[src/rtl/sdram_ref_if.sv]
// Refresh scheduler <-> arbiter signal bundle. The scheduler side is the master:
// it raises requests and drives the command bus, and the arbiter side answers with grants.
interface sdram_ref_if #(
   parameter int BA_W   = 2,
   parameter int ADDR_W = 13,
   parameter int DEBT_W = 4
);
   logic              init_end;
   logic              ref_en;
   logic              ref_req;
   logic              ref_urgent;
   logic [3:0]        ref_cmd;
   logic [BA_W-1:0]   ref_ba;
   logic [ADDR_W-1:0] ref_addr;
   logic              ref_end;
   logic [DEBT_W-1:0] ref_debt;
   logic              ref_overflow;

   modport master (
      input  init_end, ref_en,
      output ref_req, ref_urgent, ref_cmd, ref_ba, ref_addr, ref_end, ref_debt, ref_overflow
   );

   modport slave (
      output init_end, ref_en,
      input  ref_req, ref_urgent, ref_cmd, ref_ba, ref_addr, ref_end, ref_debt, ref_overflow
   );
endinterface

[src/rtl/sdram_ref_sched.sv]
// Auto-refresh scheduler: accrues refresh debt on every tREFI tick and, once the arbiter
// grants it, drains up to MAX_BURST refreshes as PRECHARGE-all followed by AUTO_REFRESH bursts.
module sdram_ref_sched #(
   parameter int T_REFI_CLK = 781,
   parameter int T_RP_CLK   = 2,
   parameter int T_RFC_CLK  = 7,
   parameter int MAX_DEBT   = 8,
   parameter int URGENT_LVL = 6,
   parameter int MAX_BURST  = 2,
   parameter int BA_W       = 2,
   parameter int ADDR_W     = 13,
   parameter int DEBT_W     = 4
) (
   input logic         sys_clk,
   input logic         sys_rst,
   sdram_ref_if.master bus
);
   localparam int CNT_W    = $clog2(T_REFI_CLK);
   localparam int WAIT_MAX = (T_RP_CLK > T_RFC_CLK) ? T_RP_CLK : T_RFC_CLK;
   localparam int WAIT_W   = $clog2(WAIT_MAX + 1);
   localparam int BURST_W  = $clog2(MAX_BURST + 1);

   localparam logic [CNT_W-1:0]  REFI_LAST = CNT_W'(T_REFI_CLK - 1);
   localparam logic [WAIT_W-1:0] RP_LAST   = WAIT_W'(T_RP_CLK - 1);
   localparam logic [WAIT_W-1:0] RFC_LAST  = WAIT_W'(T_RFC_CLK - 1);
   localparam logic [DEBT_W-1:0] DEBT_MAX  = DEBT_W'(MAX_DEBT);
   localparam logic [DEBT_W-1:0] DEBT_URG  = DEBT_W'(URGENT_LVL);
   localparam logic [DEBT_W-1:0] BURST_CAP = DEBT_W'(MAX_BURST);
   localparam logic [3:0] CMD_NOP = 4'b0111;
   localparam logic [3:0] CMD_PRE = 4'b0010;
   localparam logic [3:0] CMD_AR  = 4'b0001;

   typedef enum logic [2:0] {S_IDLE, S_PRE, S_TRP, S_AR, S_TRFC, S_END} state_t;

   state_t              state_q, state_d;
   logic [CNT_W-1:0]    cnt_q, cnt_d;
   logic [DEBT_W-1:0]   debt_q, debt_d;
   logic                ovf_q, ovf_d;
   logic [WAIT_W-1:0]   wait_q, wait_d;
   logic [BURST_W-1:0]  n_q, n_d;
   logic [BURST_W-1:0]  done_q, done_d;
   logic [3:0]          cmd_q, cmd_d;
   logic                end_q, end_d;
   logic                tick;
   logic                ar_issue;
   logic                req;

   assign tick     = bus.init_end && (cnt_q == REFI_LAST);
   assign ar_issue = (state_q == S_AR);
   assign req      = (state_q == S_IDLE) && (debt_q != '0) && bus.init_end;

   always_comb begin
      cnt_d  = '0;
      debt_d = debt_q;
      ovf_d  = ovf_q | (tick && (debt_q == DEBT_MAX));
      if (bus.init_end && !tick) cnt_d = cnt_q + 1'b1;
      if (tick && !ar_issue && (debt_q != DEBT_MAX)) debt_d = debt_q + 1'b1;
      else if (ar_issue && !tick)                    debt_d = debt_q - 1'b1;
   end

   always_comb begin
      state_d = state_q;
      wait_d  = wait_q;
      n_d     = n_q;
      done_d  = done_q;
      case (state_q)
         S_IDLE: if (req && bus.ref_en) begin
            state_d = S_PRE;
            n_d     = (debt_q > BURST_CAP) ? BURST_W'(MAX_BURST) : BURST_W'(debt_q);
            done_d  = '0;
         end
         S_PRE: begin
            state_d = S_TRP;
            wait_d  = '0;
         end
         S_TRP: begin
            if (wait_q == RP_LAST) state_d = S_AR;
            else                   wait_d  = wait_q + 1'b1;
         end
         S_AR: begin
            state_d = S_TRFC;
            wait_d  = '0;
            done_d  = done_q + 1'b1;
         end
         S_TRFC: begin
            if (wait_q == RFC_LAST) state_d = (done_q < n_q) ? S_AR : S_END;
            else                    wait_d  = wait_q + 1'b1;
         end
         S_END:   state_d = S_IDLE;
         default: state_d = S_IDLE;
      endcase
      // Command/end registers load from the next state so PRECHARGE appears the cycle after the grant.
      cmd_d = CMD_NOP;
      if (state_d == S_PRE) cmd_d = CMD_PRE;
      if (state_d == S_AR)  cmd_d = CMD_AR;
      end_d = (state_d == S_END);
   end

   always_ff @(posedge sys_clk or posedge sys_rst) begin
      if (sys_rst) begin
         state_q <= S_IDLE;
         cnt_q   <= '0;
         debt_q  <= '0;
         ovf_q   <= 1'b0;
         wait_q  <= '0;
         n_q     <= '0;
         done_q  <= '0;
         cmd_q   <= CMD_NOP;
         end_q   <= 1'b0;
      end else begin
         state_q <= state_d;
         cnt_q   <= cnt_d;
         debt_q  <= debt_d;
         ovf_q   <= ovf_d;
         wait_q  <= wait_d;
         n_q     <= n_d;
         done_q  <= done_d;
         cmd_q   <= cmd_d;
         end_q   <= end_d;
      end
   end

   assign bus.ref_req      = req;
   assign bus.ref_urgent   = (debt_q >= DEBT_URG);
   assign bus.ref_cmd      = cmd_q;
   assign bus.ref_ba       = {BA_W{1'b1}};
   assign bus.ref_addr     = {ADDR_W{1'b1}};
   assign bus.ref_end      = end_q;
   assign bus.ref_debt     = debt_q;
   assign bus.ref_overflow = ovf_q;
endmodule

[src/flat_wrapper.sv]
// flat-port wrapper written by rule: the top's interface ports become plain ports
module sdram_ref_sched_flat 
#(
   parameter int T_REFI_CLK = 781,
   parameter int T_RP_CLK   = 2,
   parameter int T_RFC_CLK  = 7,
   parameter int MAX_DEBT   = 8,
   parameter int URGENT_LVL = 6,
   parameter int MAX_BURST  = 2,
   parameter int BA_W       = 2,
   parameter int ADDR_W     = 13,
   parameter int DEBT_W     = 4
)
  (sys_clk, sys_rst, bus_init_end, bus_ref_en, bus_ref_req, bus_ref_urgent, bus_ref_cmd, bus_ref_ba, bus_ref_addr, bus_ref_end, bus_ref_debt, bus_ref_overflow);
  sdram_ref_if #(.BA_W(BA_W), .ADDR_W(ADDR_W), .DEBT_W(DEBT_W)) bus_i ();
  input logic sys_clk;
  input logic sys_rst;
  input wire logic [$bits(bus_i.init_end)-1:0] bus_init_end;
  input wire logic [$bits(bus_i.ref_en)-1:0] bus_ref_en;
  output wire logic [$bits(bus_i.ref_req)-1:0] bus_ref_req;
  output wire logic [$bits(bus_i.ref_urgent)-1:0] bus_ref_urgent;
  output wire logic [$bits(bus_i.ref_cmd)-1:0] bus_ref_cmd;
  output wire logic [$bits(bus_i.ref_ba)-1:0] bus_ref_ba;
  output wire logic [$bits(bus_i.ref_addr)-1:0] bus_ref_addr;
  output wire logic [$bits(bus_i.ref_end)-1:0] bus_ref_end;
  output wire logic [$bits(bus_i.ref_debt)-1:0] bus_ref_debt;
  output wire logic [$bits(bus_i.ref_overflow)-1:0] bus_ref_overflow;
  assign bus_i.init_end = bus_init_end;
  assign bus_i.ref_en = bus_ref_en;
  assign bus_ref_req = bus_i.ref_req;
  assign bus_ref_urgent = bus_i.ref_urgent;
  assign bus_ref_cmd = bus_i.ref_cmd;
  assign bus_ref_ba = bus_i.ref_ba;
  assign bus_ref_addr = bus_i.ref_addr;
  assign bus_ref_end = bus_i.ref_end;
  assign bus_ref_debt = bus_i.ref_debt;
  assign bus_ref_overflow = bus_i.ref_overflow;
  sdram_ref_sched #(.T_REFI_CLK(T_REFI_CLK), .T_RP_CLK(T_RP_CLK), .T_RFC_CLK(T_RFC_CLK), .MAX_DEBT(MAX_DEBT), .URGENT_LVL(URGENT_LVL), .MAX_BURST(MAX_BURST), .BA_W(BA_W), .ADDR_W(ADDR_W), .DEBT_W(DEBT_W)) u_core (.sys_clk(sys_clk), .sys_rst(sys_rst), .bus(bus_i));
endmodule
[config.mk]
export PLATFORM = sky130hd
export DESIGN_NAME = sdram_ref_sched_flat
export DESIGN_NICKNAME = d
export VERILOG_FILES = /design/src/rtl/sdram_ref_if.sv /design/src/rtl/sdram_ref_sched.sv /design/src/flat_wrapper.sv
export SDC_FILE = /design/constraint.sdc
export NUM_CORES = 1
export LEC_CHECK = 0
export CORE_MARGIN = 5
export CORE_UTILIZATION = 39
export CTS_CLUSTER_DIAMETER = 200
export DETAILED_ROUTE_END_ITERATION = 8
export PLACE_DENSITY_LB_ADDON = 0.05
export SETUP_SLACK_MARGIN = 0.3
export SLEW_MARGIN = 10
export SYNTH_ARGS = -nofsm -noshare
export SYNTH_HDL_FRONTEND = slang
export SYNTH_SLANG_ARGS = --single-unit
[constraint.sdc]
create_clock -name sys_clk -period 3.1 [get_ports sys_clk]
set_input_delay 0.62 -clock sys_clk [delete_from_list [all_inputs] [get_ports sys_clk]]
set_output_delay 0.62 -clock sys_clk [all_outputs]
set_load 0.02 [all_outputs]
==> out/metrics.cfg, run 1 <==
[setup_path]
critPathMaxFanout = 2
path_delay_family = buffers and inverters
start_kind = primary input
cpMaxStageDelayCell = clkdlybuf4s50_1
path_class = in -> out
startpoint = bus_init_end
arrival_ns = 2.08
cp.required_ns = 2.48
critPathMaxStageDelay_ns = 0.61
crit_chain = clkdlybuf4s50_1 -> buf_4 -> and4_4 -> clkdlybuf4s50_1
cp_common_cell = clkdlybuf4s50_1
critPathCaptureType = output port
reg2reg_from = u_core.cnt_q[0]
crit_buf_inv = 3

[clock_tree]
root_buffer = clkbuf_8
post_cts_buffers = 0
clk_pin_slew_ns = 0.07
cts.path.max_buffers = 2
clock-sinks = 29
cts_hold_buf = 0
insertion_delay_ns = 0.28
cts-resized-gates = 0
htree_levels = 2
tritoncts = done
cts-buffers-inserted = 5

[status]
outcome = finished clean

[logic_synthesis]
yosys_warnings = 0
yosysMostFrequentCell = dfrtp_1
ys_top_cells_by_area = dfrtp_1 (39%), buf_4 (7.2%), ha_1 (6.0%), dfstp_2 (4.8%), xor2_1 (4.2%)
synth_edf_count = 0
syn_avg_cell_area_sq_um = 10.2
ys_ff_latch = 29
async_flop_share_pct = 100
yosysSeqAreaShare_pct = 44.0
ys_types = 46
netlist_instances = 162
netlist_area_sq_um = 1660
synth.top_cell.area_share_pct = 39.2
synth_common_cells = dfrtp_1 (26), buf_4 (16), nor2_1 (15), nand2_1 (12), inv_1 (11)
synth_ff_type = dfrtp_1
synth_top_cell_by_area = dfrtp_1

[sta]
skew_ns = 0.00946
setup_viol = 0
tightestPinTransition_ns = 0.917
fin_ws_ns = 0.395
slew_headroom_pct = 38.2
post-route-period-util_pct = 87.3
fin_setup_tns_ns = 0
rsz0062_at_grt = no
drv_slew = 0
fin_crit_ns = 2.70
finalHoldViolCount = 0
max_freq_mhz = 370

[drt]
initialDrtViolationCount = 35
drt_first_pass_iters = 5
drcViolationCount = 0
num_vias = 1095
drt_wl_total_microns = 2980
wl_per_cell_microns = 12.7
post_drt_via_cell_ratio = 4.68
ant_nets = 0

[floorplanning]
die-area_sq_um = 5660
die_y_microns = 75.2
core_area_sq_um = 4060
die_w_microns = 75.2
row_count = 23
io_pins = 31
start_util_pct = 40.9

[layout]
fin_nets = 196
utilization_pct = 46.6
fillers = 398
syn2layout_area_growth_pct = 14.1
diodes = 0
drive_gt1_share_pct = 14.1

[global_route]
grt-busiest-layer = met2
grt_util_met3_pct = 3.60
grt_overflow_total = 0
grtUsageMet1_pct = 15.6
grt_pass1_wl_microns = 5350
grt_pass1_vias = 1173
grt_max_degree = 30
use_met2_pct = 20.4
grt_use_total_pct = 12.7
antenna_found_initial = 0

[power_and_ir_drop]
ir_drop_v = 0.000390
p_int_uw = 929
clockPowerShare_pct = 19.8
power_frac_seq_pct = 39.3
power_frac_comb_pct = 40.9
sw_frac_of_total_pct = 38.5
power.switching_uw = 581
power.density_nw_per_um2 = 798
p_leak_nw = 0.883

[place]
place_hpwl_microns = 2200
pre_cts_slack_ns = 0.191
place.gp.congestion = 0.691
port_buffers = 14

[flow_run]
cap_violations = 0

[worst_hold_path]
hp-class = reg -> reg
min_from = u_core.bus.ref_overflow

layout make-up:
class	count	area [sq um]	area share [%]
multi-input combinational	119	816	43.1
tap	50	62.6	3.31
sequential	29	729	38.6
clock buffer	8	80.1	4.23
inverter	11	41.3	2.18
timing repair buffer	17	163	8.60
per-stage QoR:
| step | total power, mW | instances | hold slack, ns | instance area, sq um |
|---|---|---|---|---|
| floorplan | 1.04 | 176 | 0.451 | 1710 |
| global placement | 1.20 | 226 | 0.472 | 1810 |
| detailed placement | 1.22 | 226 | 0.470 | 1810 |
| CTS | 1.53 | 234 | 0.489 | 1890 |
| global route | 1.62 | 234 | 0.517 | 1890 |
| finish | 1.51 | 234 | 0.477 | 1890 |
cells in the final DEF (no fill, tap or decap), types with 2 or more instances in the layout:
cell type / count
dfrtp_1: 26
conb_1: 16
nor2_1: 15
clkdlybuf4s50_1: 14
nand2_1: 12
inv_1: 11
xor2_1: 8
ha_1: 8
clkbuf_8: 5
a21o_1: 4
a21oi_1: 4
nor2b_1: 3
nand3_1: 3
o21ai_0: 3
nand4_1: 3
xnor2_1: 3
clkbuf_1: 3
buf_4: 3
dfstp_2: 3
nand2_4: 2
nand2b_1: 2
or2_2: 2
a31oi_1: 2
nor3_1: 2
o22ai_1: 2
and2_1: 2
mux2_4: 2
logic make-up after synthesis:
group	Yosys count	synth area share, %
fa+ha+maj	9	7.25
mux	3	2.42
flops	29	44.0
xor+xnor	11	5.81
buf+inv	28	9.96
simple gates	57	19.8
other cells	2	0.453
compound gates	23	10.3
power by group through the flow:
| stage | registers (mW) | clock network (mW) | logic [mW] |
|---|---|---|---|
| 3_5_place_dp | 0.601 | 0 | 0.621 |
| 2_1_floorplan | 0.618 | 0 | 0.423 |
| 6_report | 0.594 | 0.299 | 0.617 |
| 3_3_place_gp | 0.596 | 0 | 0.606 |
| 4_1_cts | 0.594 | 0.307 | 0.625 |
| 5_1_grt | 0.611 | 0.327 | 0.683 |
path summary, 6_finish.rpt:
path / depth (start not counted) / slack, ns / endpoint
worst min register to register: 1 / 0.48 / u_core.bus.ref_overflow
max in group asynchronous: 3 / 2.08 / u_core.bus.ref_cmd[0]
min in group asynchronous: 3 / 0.70 / u_core.cnt_q[5]
worst max register to register: 10 / 0.79 / u_core.bus.ref_debt[3]
worst min-delay path: 1 / 0.48 / u_core.bus.ref_overflow
worst max-delay path: 4 / 0.40 / bus_ref_req
layer usage:
layer | part of all wire [%] | wire length, microns | vias up
met4 | 2.2 | 65 | 0
met3 | 4.3 | 129 | 7
met2 | 49 | 1480 | 20
met1 | 44 | 1310 | 516
li1 | - | - | 552
met5 | 0 | 0 | -
state kept, by name (all words and copies together) (netlist names):
signal and count:
u_core.wait_q 3, u_core.cnt_q 10, u_core.bus.ref_cmd 3, u_core.bus.ref_debt 4
u_core.done_q 2, u_core.n_q 2, u_core.state_q 3, u_core.bus.ref_overflow 1
u_core.bus.ref_end 1
worst reg2reg max path, stage by stage (launching register included):
cell     delay (ns)
dfrtp_1        0.42
inv_1          0.07
ha_1           0.13
nand3_1        0.16
nor4_4         0.31
nand2_1        0.12
buf_4          0.18
ha_1           0.30
a21oi_1        0.16
mux2i_1        0.24
xor2_1         0.16
(Power assumes the default switching activity.)
==> inputs of run 2 (changes only) <==
==> constraint.sdc (replaced) <==
create_clock -name sys_clk -period 3.1 [get_ports sys_clk]
set_input_delay 0.31 -clock sys_clk [delete_from_list [all_inputs] [get_ports sys_clk]]
set_output_delay 0.31 -clock sys_clk [all_outputs]
set_load 0.02 [all_outputs]
==> run 2 against run 1 <==
Via count increased by 0.46%. Sequential power about the same. Wire length is 1.4% higher. Clock power fell by 3%. Clock skew shrank 0.0019 ns. Sequential share of layout area up 0.31 points. Sequential cell count unchanged.
==> out/metrics.cfg, run 2 (synthesis gave the netlist of run 1 again) <==
[worst_hold_path]
hp-class = in -> async  ; was reg -> reg

[sta]
rsz0062_at_grt = no  ; unchanged
fin_crit_ns = 2.57  ; was 2.70 ns
fin_ws_ns = 0.530  ; was 0.395 ns
max_freq_mhz = 389  ; was 370 MHz
post-route-period-util_pct = 82.9  ; was 87.3%
drv_slew = 0  ; unchanged
fin_setup_tns_ns = 0  ; unchanged
tightestPinTransition_ns = 0.900  ; was 0.917 ns
finalHoldViolCount = 0  ; unchanged
slew_headroom_pct = 39.3  ; was 38.2%
setup_viol = 0  ; unchanged
skew_ns = 0.00752  ; was 0.00946 ns

[place]
pre_cts_slack_ns = 0.261  ; was 0.191 ns
port_buffers = 14  ; unchanged
place.gp.congestion = 0.711  ; was 0.691
placed_cells = 224  ; was 226
placed_cell_area_sq_um = 1800  ; was 1810 sq um
place_hpwl_microns = 2300  ; was 2200 microns

[layout]
drive_gt1_share_pct = 13.2  ; was 14.1%
multi_input_area_sq_um = 816  ; unchanged
syn2layout_area_growth_pct = 13.2  ; was 14.1%
fin_nets = 194  ; was 196
ff_latch_area_sq_um = 729  ; unchanged
mostFrequentLayoutCell = dfrtp_1  ; unchanged
mostFrequentLayoutCells = dfrtp_1 (26), conb_1 (16), nor2_1 (15), clkdlybuf4s50_1 (14), nand2_1 (12)  ; unchanged
largest_register = u_core.cnt_q  ; unchanged
stdcell_area_sq_um = 1880  ; was 1890 sq um
largest_reg_flops = 10  ; unchanged
diodes = 0  ; unchanged
fin_cells = 232  ; was 234
utilization_pct = 46.3  ; was 46.6%
fillers = 379  ; was 398

[drt]
wl_per_cell_microns = 13.0  ; was 12.7 microns
ant_nets = 0  ; unchanged
post_drt_via_cell_ratio = 4.74  ; was 4.68
num_vias = 1100  ; was 1095
drt_wl_total_microns = 3020  ; was 2980 microns
initialDrtViolationCount = 51  ; was 35
drt_first_pass_iters = 4  ; was 5
drcViolationCount = 0  ; unchanged

[floorplanning]
io_pins = 31  ; unchanged
core_area_sq_um = 4060  ; unchanged
die-area_sq_um = 5660  ; unchanged
die_y_microns = 75.2  ; unchanged
die_w_microns = 75.2  ; unchanged
start_util_pct = 40.9  ; unchanged
row_count = 23  ; unchanged

[global_route]
grt_pass1_vias = 1161  ; was 1173
grt-busiest-layer = met2  ; unchanged
grt_use_total_pct = 12.3  ; was 12.7%
grtUsageMet1_pct = 14.4  ; was 15.6%
grt_max_degree = 30  ; unchanged
grt_overflow_total = 0  ; unchanged
antenna_found_initial = 0  ; unchanged
grt_util_met3_pct = 4.41  ; was 3.60%
use_met2_pct = 21.1  ; was 20.4%
grt_pass1_wl_microns = 5240  ; was 5350 microns

[clock_tree]
clk_pin_slew_ns = 0.06  ; was 0.07 ns
htree_levels = 2  ; unchanged
root_buffer = clkbuf_8  ; unchanged
clock-sinks = 29  ; unchanged
cts-buffers-inserted = 5  ; unchanged
post_cts_buffers = 0  ; unchanged
cts-resized-gates = 0  ; unchanged
cts.path.max_buffers = 2  ; unchanged
cts_hold_buf = 0  ; unchanged
tritoncts = done  ; unchanged
insertion_delay_ns = 0.27  ; was 0.28 ns

[setup_path]
critPathMaxFanout = 5  ; was 2
cpMaxStageDelayCell = clkdlybuf4s50_1  ; unchanged
crit_buf_inv = 1  ; was 3
path_delay_family = simple AND/OR/NAND/NOR gates  ; was buffers and inverters
start_kind = primary input  ; unchanged
arrival_ns = 2.77  ; was 2.08 ns
startpoint = bus_init_end  ; unchanged
reg2reg_from = u_core.cnt_q[0]  ; unchanged
path_class = in -> reg  ; was in -> out
crit_chain = clkdlybuf4s50_1 -> or3b_4 -> nor4_4 -> nand2_1 -> ha_1 -> a21o_1 -> a21oi_1 -> mux2i_1 -> xor2_1  ; was clkdlybuf4s50_1 -> buf_4 -> and4_4 -> clkdlybuf4s50_1
critPathMaxStageDelay_ns = 0.53  ; was 0.61 ns
critPathCaptureType = flop  ; was output port
cp.required_ns = 3.30  ; was 2.48 ns

[power_and_ir_drop]
power.density_nw_per_um2 = 798  ; about the same
ir_drop_v = 0.000318  ; was 0.000390 V
p_leak_nw = 0.874  ; was 0.883 nW

[flow_run]
cap_violations = 0  ; unchanged

[status]
outcome = finished clean  ; unchanged

run 2: routing by layer:
layer / up-vias / part of all wire [%]
met2: 22 / 51
met5: - / 0
met4: 0 / 0.63
met3: 2 / 4.5
li1: 551 / -
met1: 525 / 44
run 2: final timing paths:
kind / to / slack (ns) / cells past startpoint
setup / recovery: u_core.bus.ref_debt[3] / 0.53 / 9
hold / removal: u_core.cnt_q[1] / 0.41 / 3
setup reg to reg: u_core.bus.ref_debt[3] / 0.60 / 10
hold reg to reg: u_core.bus.ref_overflow / 0.48 / 1
max in group asynchronous: u_core.bus.ref_cmd[0] / 2.37 / 3
min in group sys_clk: u_core.bus.ref_overflow / 0.48 / 1
run 2: tightest hold or removal path, cell delays in order:
cell,delay (ns)
clkdlybuf4s50_1,0.39
inv_1,0.05
buf_4,0.34
run 2: power breakdown:
group	switching, mW	internal (mW)	total (mW)
Combinational	0.325	0.292	0.616
Sequential	0.117	0.477	0.593
Clock	0.130	0.159	0.289
Total	0.571	0.927	1.50
run 2: cell type report:
cell class / count / area share, %
multi-input combinational: 119 / 43.5
timing repair buffer: 15 / 7.87
clock buffer: 8 / 4.27
inverter: 11 / 2.20
tap: 50 / 3.33
sequential: 29 / 38.9
run 2: stage by stage:
| stage | total power [mW] | hold slack, ns |
|---|---|---|
| 2_1_floorplan | 1.04 | 0.372 |
| 3_3_place_gp | 1.20 | 0.464 |
| 3_5_place_dp | 1.22 | 0.470 |
| 4_1_cts | 1.52 | 0.423 |
| 5_1_grt | 1.63 | 0.466 |
| 6_report | 1.50 | 0.412 |
==> inputs of run 3 (changes only) <==
==> constraint.sdc (replaced) <==
create_clock -name sys_clk -period 2.33 [get_ports sys_clk]
set_input_delay 0.233 -clock sys_clk [delete_from_list [all_inputs] [get_ports sys_clk]]
set_output_delay 0.233 -clock sys_clk [all_outputs]
set_load 0.02 [all_outputs]
==> run 3 against run 2 <==
Highest routed layer unchanged. Combinational power is 39% higher. Clock power is 110% higher. Via count is 7.1% higher. Wire length is 3.3% higher. First-iteration DRC count is 33% lower. Utilization is 5.9 points higher. Register-to-register slack worse by 0.38 ns. Sequential power is 36% higher. Critical path depth is 2 lower. Sequential share of layout area is 4.4 points lower. Sequential cell count stayed put.
==> out/metrics.cfg, run 3 (synthesis gave the netlist of run 1 again) <==
[power_and_ir_drop]
p_leak_nw = 0.992  ; was 0.874 nW
ir_drop_v = 0.000538  ; was 0.000318 V
power.density_nw_per_um2 = 1080  ; was 798 nW/um^2

[setup_path]
critPathMaxFanout = 4  ; was 5
critPathCaptureType = flop  ; unchanged
reg2reg_slack_ns = 0.22  ; was 0.60 ns
path_class = reg -> reg  ; was in -> reg
start_kind = flop  ; was primary input
cp.required_ns = 2.49  ; was 3.30 ns
critPathMaxStageDelay_ns = 0.41  ; was 0.53 ns
arrival_ns = 2.27  ; was 2.77 ns
cpMaxStageDelayCell = or3b_4  ; was clkdlybuf4s50_1
crit_chain = or3b_4 -> nor4_4 -> nand2_2 -> buf_4 -> fa_2 -> xor2_1 -> mux2_4  ; was clkdlybuf4s50_1 -> or3b_4 -> nor4_4 -> nand2_1 -> ha_1 -> a21o_1 -> a21oi_1 -> mux2i_1 -> xor2_1
r2r-end = u_core.bus.ref_debt[2]  ; was u_core.bus.ref_debt[3]
reg2reg_from = u_core.cnt_q[5]  ; was u_core.cnt_q[0]
rr_worst_depth = 7  ; was 10

[floorplanning]
die-area_sq_um = 5660  ; unchanged
start_util_pct = 40.9  ; unchanged
core_area_sq_um = 4060  ; unchanged
die_y_microns = 75.2  ; unchanged
row_count = 23  ; unchanged
io_pins = 31  ; unchanged
die_w_microns = 75.2  ; unchanged

[sta]
tightestPinTransition_ns = 0.515  ; was 0.900 ns
skew_ns = 0.00523  ; was 0.00752 ns
fin_crit_ns = 2.11
holdWs_ns = 0.341  ; was 0.412 ns
slew_headroom_pct = 65.6  ; was 39.3%
setup_viol = 0  ; unchanged
drv_slew = 0  ; unchanged
finalHoldViolCount = 0  ; unchanged
rsz0062_at_grt = yes  ; was no
max_freq_mhz = 473
post-route-period-util_pct = 90.7

[layout]
fin_cells = 248  ; was 232
mostFrequentLayoutCells = dfrtp_1 (26), buf_4 (17), conb_1 (16), nor2_1 (15), clkdlybuf4s50_1 (12)  ; was dfrtp_1 (26), conb_1 (16), nor2_1 (15), clkdlybuf4s50_1 (14), nand2_1 (12)
mostFrequentLayoutCell = dfrtp_1  ; unchanged
diodes = 0  ; unchanged
largest_reg_flops = 10  ; unchanged
largest_register = u_core.cnt_q  ; unchanged
fin_nets = 210  ; was 194
drive_gt1_share_pct = 27.3  ; was 13.2%
utilization_pct = 52.1  ; was 46.3%
syn2layout_area_growth_pct = 27.6  ; was 13.2%

[global_route]
grt_use_total_pct = 11.6  ; was 12.3%
antenna_found_initial = 0  ; unchanged
grt_max_degree = 30  ; unchanged
grt_pass1_vias = 1108  ; was 1161
grt_pass1_wl_microns = 4950  ; was 5240 microns
grt_overflow_total = 0  ; unchanged

[clock_tree]
cts-buffers-inserted = 5  ; unchanged
insertion_delay_ns = 0.28  ; was 0.27 ns
htree_levels = 2  ; unchanged
cts.path.max_buffers = 2  ; unchanged
clock-sinks = 29  ; unchanged
tritoncts = done  ; unchanged
clk_pin_slew_ns = 0.07  ; was 0.06 ns
root_buffer = clkbuf_8  ; unchanged

[status]
outcome = finished clean  ; unchanged

[worst_hold_path]
hp-class = in -> async  ; unchanged

[drt]
post_drt_via_cell_ratio = 4.75  ; was 4.74
ant_nets = 0  ; unchanged
wl_per_cell_microns = 12.6  ; was 13.0 microns
drt_first_pass_iters = 4  ; unchanged
initialDrtViolationCount = 34  ; was 51
drcViolationCount = 0  ; unchanged
drt_wl_total_microns = 3120  ; was 3020 microns
num_vias = 1178  ; was 1100

[place]
placed_cells = 232  ; was 224
place.gp.congestion = 0.695  ; was 0.711
place_hpwl_microns = 2210  ; was 2300 microns
port_buffers = 14  ; unchanged

[flow_run]
cap_violations = 0  ; unchanged

run 3: changes by cell type in the layout (fill, tap and decap cells not counted), moves of 3 or more:
cell,change
ha_1,-3
ha_4,+3
buf_4,+16
clkbuf_1,-3
run 3: timing repair:
item	CTS	global route
gates cloned	0	0
hold buffers	0	0
gates resized for setup	5	8
endpoints found under the setup margin	4	4
pin swaps	6	5
buffers inserted	2	6
run 3: how the worst max path moves through the flow:
stage                    startpoint                      to  slack [ns]  depth (start not counted)
finish              u_core.cnt_q[5]  u_core.bus.ref_debt[2]        0.22                          7
global route        u_core.cnt_q[0]  u_core.bus.ref_debt[3]        0.09                         10
CTS                 u_core.cnt_q[5]  u_core.bus.ref_debt[3]        0.19                          8
detailed placement     bus_init_end  u_core.bus.ref_debt[3]       -0.13                          9
global placement       bus_init_end  u_core.bus.ref_debt[3]       -0.08                          9
floorplan           u_core.cnt_q[5]  u_core.bus.ref_debt[3]        0.15                          8
run 3: stage by stage:
stage	setup WS [ns]	power (mW)	TNS, ns	area [sq um]
final	0.216	2.28	0	2120
after global routing	0.0924	2.42	0	2120
after CTS	0.188	2.27	0	2030
after detailed placement	-0.134	1.62	-0.255	1860
after global placement	-0.0778	1.61	-0.147	1860
after floorplan	0.153	1.39	0	1720
run 3: per-layer routing:
layer	track usage (%)	vias to the layer above	wire length, microns
li1	-	582	-
met5	0	-	0
met1	13.5	568	1340
met3	4.14	4	165
met2	20.2	24	1590
met4	3.50	0	24
run 3: power by group:
| part | leakage, nW | switching (mW) | total, mW | internal (mW) |
|---|---|---|---|---|
| Clock | 0.0681 | 0.191 | 0.615 | 0.425 |
| Combinational | 0.558 | 0.439 | 0.856 | 0.416 |
| Sequential | 0.366 | 0.170 | 0.804 | 0.634 |
| Total | 0.992 | 0.800 | 2.28 | 1.47 |
run 3: cell type report:
cell class / instances / area, sq um
clock buffers: 5 / 68.8
clock inverters: 3 / 65.1
fillers: 362 / 1940
inverters: 11 / 41.3
multi-input cells: 119 / 883
flip-flops and latches: 29 / 729
well taps: 50 / 62.6
repair buffers: 31 / 265
run 3: critical path, delay by kind of cell (launching register included):
kind                     cells  cell delay [ns]
XOR/XNOR                     1             0.16
adder cells (fa/ha/maj)      1             0.33
buffers and inverters        1             0.17
flip-flops                   1             0.38
multiplexers                 1             0.25
AND/OR/NAND/NOR              3             0.71
